File: src/rtl/div_if.sv
// Execute-stage to divider request/response bundle.
// The request is sampled on the accept edge (FREE, start=1, annul=0). The result is valid while o_ready=1 and stays stable until start drops.
interface div_if;
    logic        i_signed;
    logic [31:0] i_dividend;
    logic [31:0] i_divisor;
    logic        i_start;
    logic        i_annul;
    logic [63:0] o_result;
    logic        o_ready;

    modport master (
        output i_signed, i_dividend, i_divisor, i_start, i_annul,
        input  o_result, o_ready
    );

    modport slave (
        input  i_signed, i_dividend, i_divisor, i_start, i_annul,
        output o_result, o_ready
    );
endinterface

File: src/rtl/div.sv
// Iterative radix-2 restoring divider, 32-bit signed/unsigned, result {remainder, quotient}.
// dbg_state_o encodes the state as FREE=0, BYZERO=1, ON=2, END=3.
module div (
    input  logic       clk,
    input  logic       rst,
    div_if.slave       bus,
    output logic [1:0] dbg_state_o
);
    typedef enum logic [1:0] {
        ST_FREE   = 2'd0,
        ST_BYZERO = 2'd1,
        ST_ON     = 2'd2,
        ST_END    = 2'd3
    } state_e;

    state_e      state_q, state_d;
    logic [5:0]  cnt_q, cnt_d;
    logic [64:0] work_q, work_d;
    logic [31:0] dvs_q, dvs_d;
    logic        qneg_q, qneg_d;
    logic        rneg_q, rneg_d;
    logic [63:0] result_q, result_d;
    logic        ready_q, ready_d;

    logic [64:0] shifted;
    logic [32:0] trial;
    logic [64:0] step_w;
    logic [31:0] q_fix, r_fix;
    logic [31:0] dd_abs, dv_abs;

    always_ff @(posedge clk) begin
        if (rst) begin
            state_q  <= ST_FREE;
            cnt_q    <= 6'd0;
            work_q   <= 65'd0;
            dvs_q    <= 32'd0;
            qneg_q   <= 1'b0;
            rneg_q   <= 1'b0;
            result_q <= 64'd0;
            ready_q  <= 1'b0;
        end else begin
            state_q  <= state_d;
            cnt_q    <= cnt_d;
            work_q   <= work_d;
            dvs_q    <= dvs_d;
            qneg_q   <= qneg_d;
            rneg_q   <= rneg_d;
            result_q <= result_d;
            ready_q  <= ready_d;
        end
    end

    always_comb begin
        state_d  = state_q;
        cnt_d    = cnt_q;
        work_d   = work_q;
        dvs_d    = dvs_q;
        qneg_d   = qneg_q;
        rneg_d   = rneg_q;
        result_d = result_q;
        ready_d  = ready_q;

        dd_abs = (bus.i_signed && bus.i_dividend[31]) ? 32'd0 - bus.i_dividend : bus.i_dividend;
        dv_abs = (bus.i_signed && bus.i_divisor[31])  ? 32'd0 - bus.i_divisor  : bus.i_divisor;

        // Upper 33 bits hold the partial remainder, lower 32 shift out dividend and in quotient.
        shifted = work_q << 1;
        trial   = shifted[64:32] - {1'b0, dvs_q};
        step_w  = trial[32] ? shifted : {trial, shifted[31:1], 1'b1};
        q_fix   = qneg_q ? 32'd0 - step_w[31:0]  : step_w[31:0];
        r_fix   = rneg_q ? 32'd0 - step_w[63:32] : step_w[63:32];

        case (state_q)
            ST_FREE: begin
                if (bus.i_start && !bus.i_annul) begin
                    if (bus.i_divisor == 32'd0) begin
                        state_d = ST_BYZERO;
                    end else begin
                        dvs_d   = dv_abs;
                        work_d  = {33'd0, dd_abs};
                        qneg_d  = bus.i_signed & (bus.i_dividend[31] ^ bus.i_divisor[31]);
                        rneg_d  = bus.i_signed & bus.i_dividend[31];
                        cnt_d   = 6'd0;
                        state_d = ST_ON;
                    end
                end
            end
            ST_BYZERO: begin
                if (bus.i_annul) begin
                    state_d  = ST_FREE;
                    ready_d  = 1'b0;
                    result_d = 64'd0;
                end else begin
                    work_d  = 65'd0;
                    state_d = ST_END;
                end
            end
            ST_ON: begin
                if (bus.i_annul) begin
                    state_d  = ST_FREE;
                    ready_d  = 1'b0;
                    result_d = 64'd0;
                end else begin
                    work_d = step_w;
                    cnt_d  = cnt_q + 6'd1;
                    if (cnt_q == 6'd31) begin
                        // Sign-corrected result parks in the working register until END publishes it.
                        work_d  = {1'b0, r_fix, q_fix};
                        state_d = ST_END;
                    end
                end
            end
            ST_END: begin
                if (bus.i_annul || !bus.i_start) begin
                    state_d  = ST_FREE;
                    ready_d  = 1'b0;
                    result_d = 64'd0;
                end else begin
                    ready_d  = 1'b1;
                    result_d = work_q[63:0];
                end
            end
            default: begin
                state_d = ST_FREE;
            end
        endcase
    end

    assign bus.o_result = result_q;
    assign bus.o_ready  = ready_q;
    assign dbg_state_o  = state_q;
endmodule
File: src/flat_wrapper.sv
// flat-port wrapper written by rule: the top's interface ports become plain ports
module div_flat 
  (clk, rst, dbg_state_o, bus_i_signed, bus_i_dividend, bus_i_divisor, bus_i_start, bus_i_annul, bus_o_result, bus_o_ready);
  div_if bus_i ();
  input  logic clk;
  input  logic rst;
  output logic [1:0] dbg_state_o;
  input wire logic [$bits(bus_i.i_signed)-1:0] bus_i_signed;
  input wire logic [$bits(bus_i.i_dividend)-1:0] bus_i_dividend;
  input wire logic [$bits(bus_i.i_divisor)-1:0] bus_i_divisor;
  input wire logic [$bits(bus_i.i_start)-1:0] bus_i_start;
  input wire logic [$bits(bus_i.i_annul)-1:0] bus_i_annul;
  output wire logic [$bits(bus_i.o_result)-1:0] bus_o_result;
  output wire logic [$bits(bus_i.o_ready)-1:0] bus_o_ready;
  assign bus_i.i_signed = bus_i_signed;
  assign bus_i.i_dividend = bus_i_dividend;
  assign bus_i.i_divisor = bus_i_divisor;
  assign bus_i.i_start = bus_i_start;
  assign bus_i.i_annul = bus_i_annul;
  assign bus_o_result = bus_i.o_result;
  assign bus_o_ready = bus_i.o_ready;
  div u_core (.clk(clk), .rst(rst), .bus(bus_i), .dbg_state_o(dbg_state_o));
endmodule
File: config.mk
export PLATFORM = sky130hd
export DESIGN_NAME = div_flat
export DESIGN_NICKNAME = d
export VERILOG_FILES = /design/src/rtl/div_if.sv /design/src/rtl/div.sv /design/src/flat_wrapper.sv
export SDC_FILE = /design/constraint.sdc
export NUM_CORES = 1
export LEC_CHECK = 0
export ABC_AREA = 0
export CAP_MARGIN = 20
export CORE_MARGIN = 4
export CORE_UTILIZATION = 40
export CTS_CLUSTER_SIZE = 14
export DETAILED_ROUTE_END_ITERATION = 6
export PLACE_DENSITY = 0.71
export SKIP_CTS_REPAIR_TIMING = 1
export SYNTH_ARGS = -nofsm -noshare
export SYNTH_HDL_FRONTEND = slang
export SYNTH_SLANG_ARGS = --single-unit
File: constraint.sdc
create_clock -name clk -period 5.2 [get_ports clk]
set_clock_uncertainty 0.2 [all_clocks]
set_input_delay 1.56 -clock clk [delete_from_list [all_inputs] [get_ports clk]]
set_output_delay 1.56 -clock clk [all_outputs]
set_load 0.005 [all_outputs]
==> flow_summary.yaml <==
worst_setup_path:
  crit_slowest_cell: "a2111oi_0"
  crit_buf_inv: 1
  cpLargestDelayFamily: "compound AO/OA/AOI/OAI gates"
  r2r-start: "u_core.work_q[31]"
  critPathCaptureType: "register"
  required_ps: 5390
  cp_max_fo: 5
  rr_worst_depth: 14
  criticalPathCategory: "reg2reg"
  r2r_end: "u_core.work_q[63]"
  crit_chain: "inv_1, ha_1, fa_1, nand2b_1, a21oi_2, o21ai_1, a21oi_1, xor2_1, a2111oi_0, nand4_1, a2111oi_4, a31oi_1, xnor2_1, a22o_1"
  cp.arrival_ps: 4840
  rrSetupSlack_ps: 560
  startpoint_type: "register"
  max_stage_delay_ps: 580
logic_synthesis:
  async_flop_share: 0
  yosys-top-cells-area: "dfxtp_1, nor2_1, xnor2_1"
  synth.top_cell.area_share: 0.289
  synth_nets: 1652
  synthCells: 1541
  ys_warn_count: 0
  yosysTopAreaCell: "dfxtp_1"
  synth.distinct_cells: 87
  synth_seq_area_share: 0.289
  synth_most_common_cell: "nor2_1"
  synthTopCellsByCount: "nor2_1, dfxtp_1, nand2_1"
  synth_seq_cells: 171
  avgSynthCellArea_um2: 7.70
  ys.flop_type: "dfxtp_1"
  synth-edff-count: 0
  netlist_area_mm2: 0.0119
power:
  p_seq_frac: 0.285
  switching_power_mw: 2.70
  vdd.ir_drop.worst_mv: 0.308
  power_density_mw_per_mm2: 420
  p_int_mw: 3.24
  p_total_mw: 5.94
  swShare: 0.454
  power_frac_comb: 0.480
  clockPowerShare: 0.235
  p_leak_nw: 5.20
timing:
  rsz0062_at_grt: "no"
  min_period_ps: 4640
  relSlewSlack: 0.481
  setup_violations: 0
  period_share: 0.893
  fin_setup_tns_ps: 0
  tightest_slew_ps: 776
  final_max_slew_viol_count: 0
  max_freq_ghz: 0.215
  hold_violations: 0
clocking:
  cts_htree_levels: 4
  root_buffer: "clkbuf_16"
  cts_buffers: 17
  clk_latency_ps: 460
  cts_tree: "done"
  clock_path_buffers: 2
  clk_pin_slew_ps: 70
  clkSinkCount: 171
final_layout:
  antenna-diode-count: 0
  area_growth_pct: 19.1
  n_fill_cell: 2838
  drive_above_1_share: 0.0556
  final_nets: 1736
drt:
  wl_per_cell_um: 18.4
  vias_per_cell: 5.89
  ant_nets: 0
  drc_errors: 0
  drt-total-wl_um: 37300
  initialDrtViolationCount: 973
  routed-via-count: 11919
  firstDrtPassIters: 5
outcome:
  outcome: "finished, final reports clean"
floorplanning:
  rows: 62
  fp.dieW_um: 180
  boundaryPins: 136
  core-area_mm2: 0.0290
  die_h_um: 180
  start_util: 0.409
  die_area_mm2: 0.0325
global_routing:
  antenna_found_initial: 0
  gr-max-usage-layer: "met2"
  grt_pass1_wl_um: 59900
  grt_pass1_vias: 11304
  grt_max_degree: 68
  grtUsageMet1: 0.280
  grtUsageTotal: 0.220
  overflow: 0
  grt_use_met2: 0.385
  gr-usage-met3: 0.0373
placement:
  io_buffers: 135
  place.gp.congestion: 0.987
  dpl.hpwl_um: 28000
hold_path:
  worstHoldPathType: "reg2reg"
  holdPathStages: 2
  holdCritStartpoint: "u_core.dvs_q[26]"
  whs_endpoint: "u_core.dvs_q[26]"
job:
  drv_cap: 0
## metal layers
metal | vias to the layer above | share of wire
li1 | 5791 | -
met1 | 5661 | 0.42
met2 | 404 | 0.49
met3 | 63 | 0.060
met4 | 0 | 0.025
met5 | - | 0
## cell families after synthesis
family | count (synthesis) | share of synthesized area
buffers and inverters | 147 | 0.0539
xor gates and xnor gates | 134 | 0.0989
AOI/OAI and AO/OA | 480 | 0.281
and+or+nand+nor | 543 | 0.213
muxes | 24 | 0.0204
DFF | 171 | 0.289
adders and majority gates | 42 | 0.0449
## sequential cells by signal (all words and copies together) (netlist names)
name	flops
u_core.bus.o_result	64
u_core.work_q	64
u_core.dvs_q	32
u_core.cnt_q	6
u_core.dbg_state_o	2
u_core.bus.o_ready	1
u_core.qneg_q	1
u_core.rneg_q	1
## power groups by stage
stage,clock [mW],sequential (mW),combinational [mW]
final,1.39,1.69,2.85
after global routing,1.46,1.71,3.13
after CTS,1.41,1.68,2.81
after detailed placement,0,1.71,2.79
after global placement,0,1.71,2.75
after floorplan,0,1.64,2.10
## worst register-to-register path, delay by kind of cell (launching register included)
| family | cells | cell delay (ps) |
|---|---|---|
| flops | 1 | 450 |
| xor+xnor | 2 | 500 |
| compound gates | 7 | 2170 |
| fa+ha+maj | 2 | 620 |
| simple gates | 2 | 560 |
| buf+inv | 1 | 100 |
## cell type report
class | count | area [um2] | share of cell area
timing repair buffer | 159 | 1550 | 0.110
tap | 384 | 480 | 0.0340
clock buffer | 17 | 425 | 0.0301
clock inverter | 15 | 219 | 0.0155
sequential | 171 | 3420 | 0.242
inverter | 53 | 204 | 0.0144
multi-input combinational | 1223 | 7830 | 0.554
## metrics by stage
step                utilization  worst slack [ps]  hold slack, ps  area [um2]  instances
floorplan                     -               962             232       11900       1541
global placement          0.465               361             251       13500       1990
detailed placement        0.465               298             249       13500       1990
CTS                       0.487               634             260       14100       2022
global route              0.487               161             283       14100       2022
finish                    0.487               556             259       14100       2022
## placed cells by master (no fill, tap or decap), types with 8 or more instances in the layout
cell             instances
a21oi_1                116
buf_4                   23
o21ai_1                 17
nand4_1                 14
a31oi_1                 12
and3_1                  11
xor2_1                  66
o221ai_1                20
nor3_1                  38
o22ai_1                  8
nand3_1                 26
inv_1                   51
nor2_1                 212
clkbuf_16               17
a22o_1                  20
mux2i_1                 22
nor2b_1                 13
and2_1                  13
ha_1                    41
o31ai_1                 13
o41ai_1                 11
o21ai_0                 68
a22oi_1                 70
a211oi_1                32
o211ai_1                12
xnor2_1                 68
nand2b_1                16
a21o_1                  13
dfxtp_1                171
clkdlybuf4s50_1        134
nand2_1                129
nor4_1                  18
or3_1                   21
## worst max path at each step
stage	start	end	cells past startpoint
detailed placement	bus_i_divisor[2]	u_core.work_q[59]	12
floorplan	u_core.dvs_q[17]	u_core.work_q[24]	23
finish	u_core.work_q[31]	u_core.work_q[63]	14
CTS	u_core.work_q[31]	u_core.work_q[63]	14
global route	u_core.work_q[31]	u_core.work_q[63]	14
global placement	bus_i_divisor[2]	u_core.work_q[59]	12
Power figures use the tool's default switching activity.
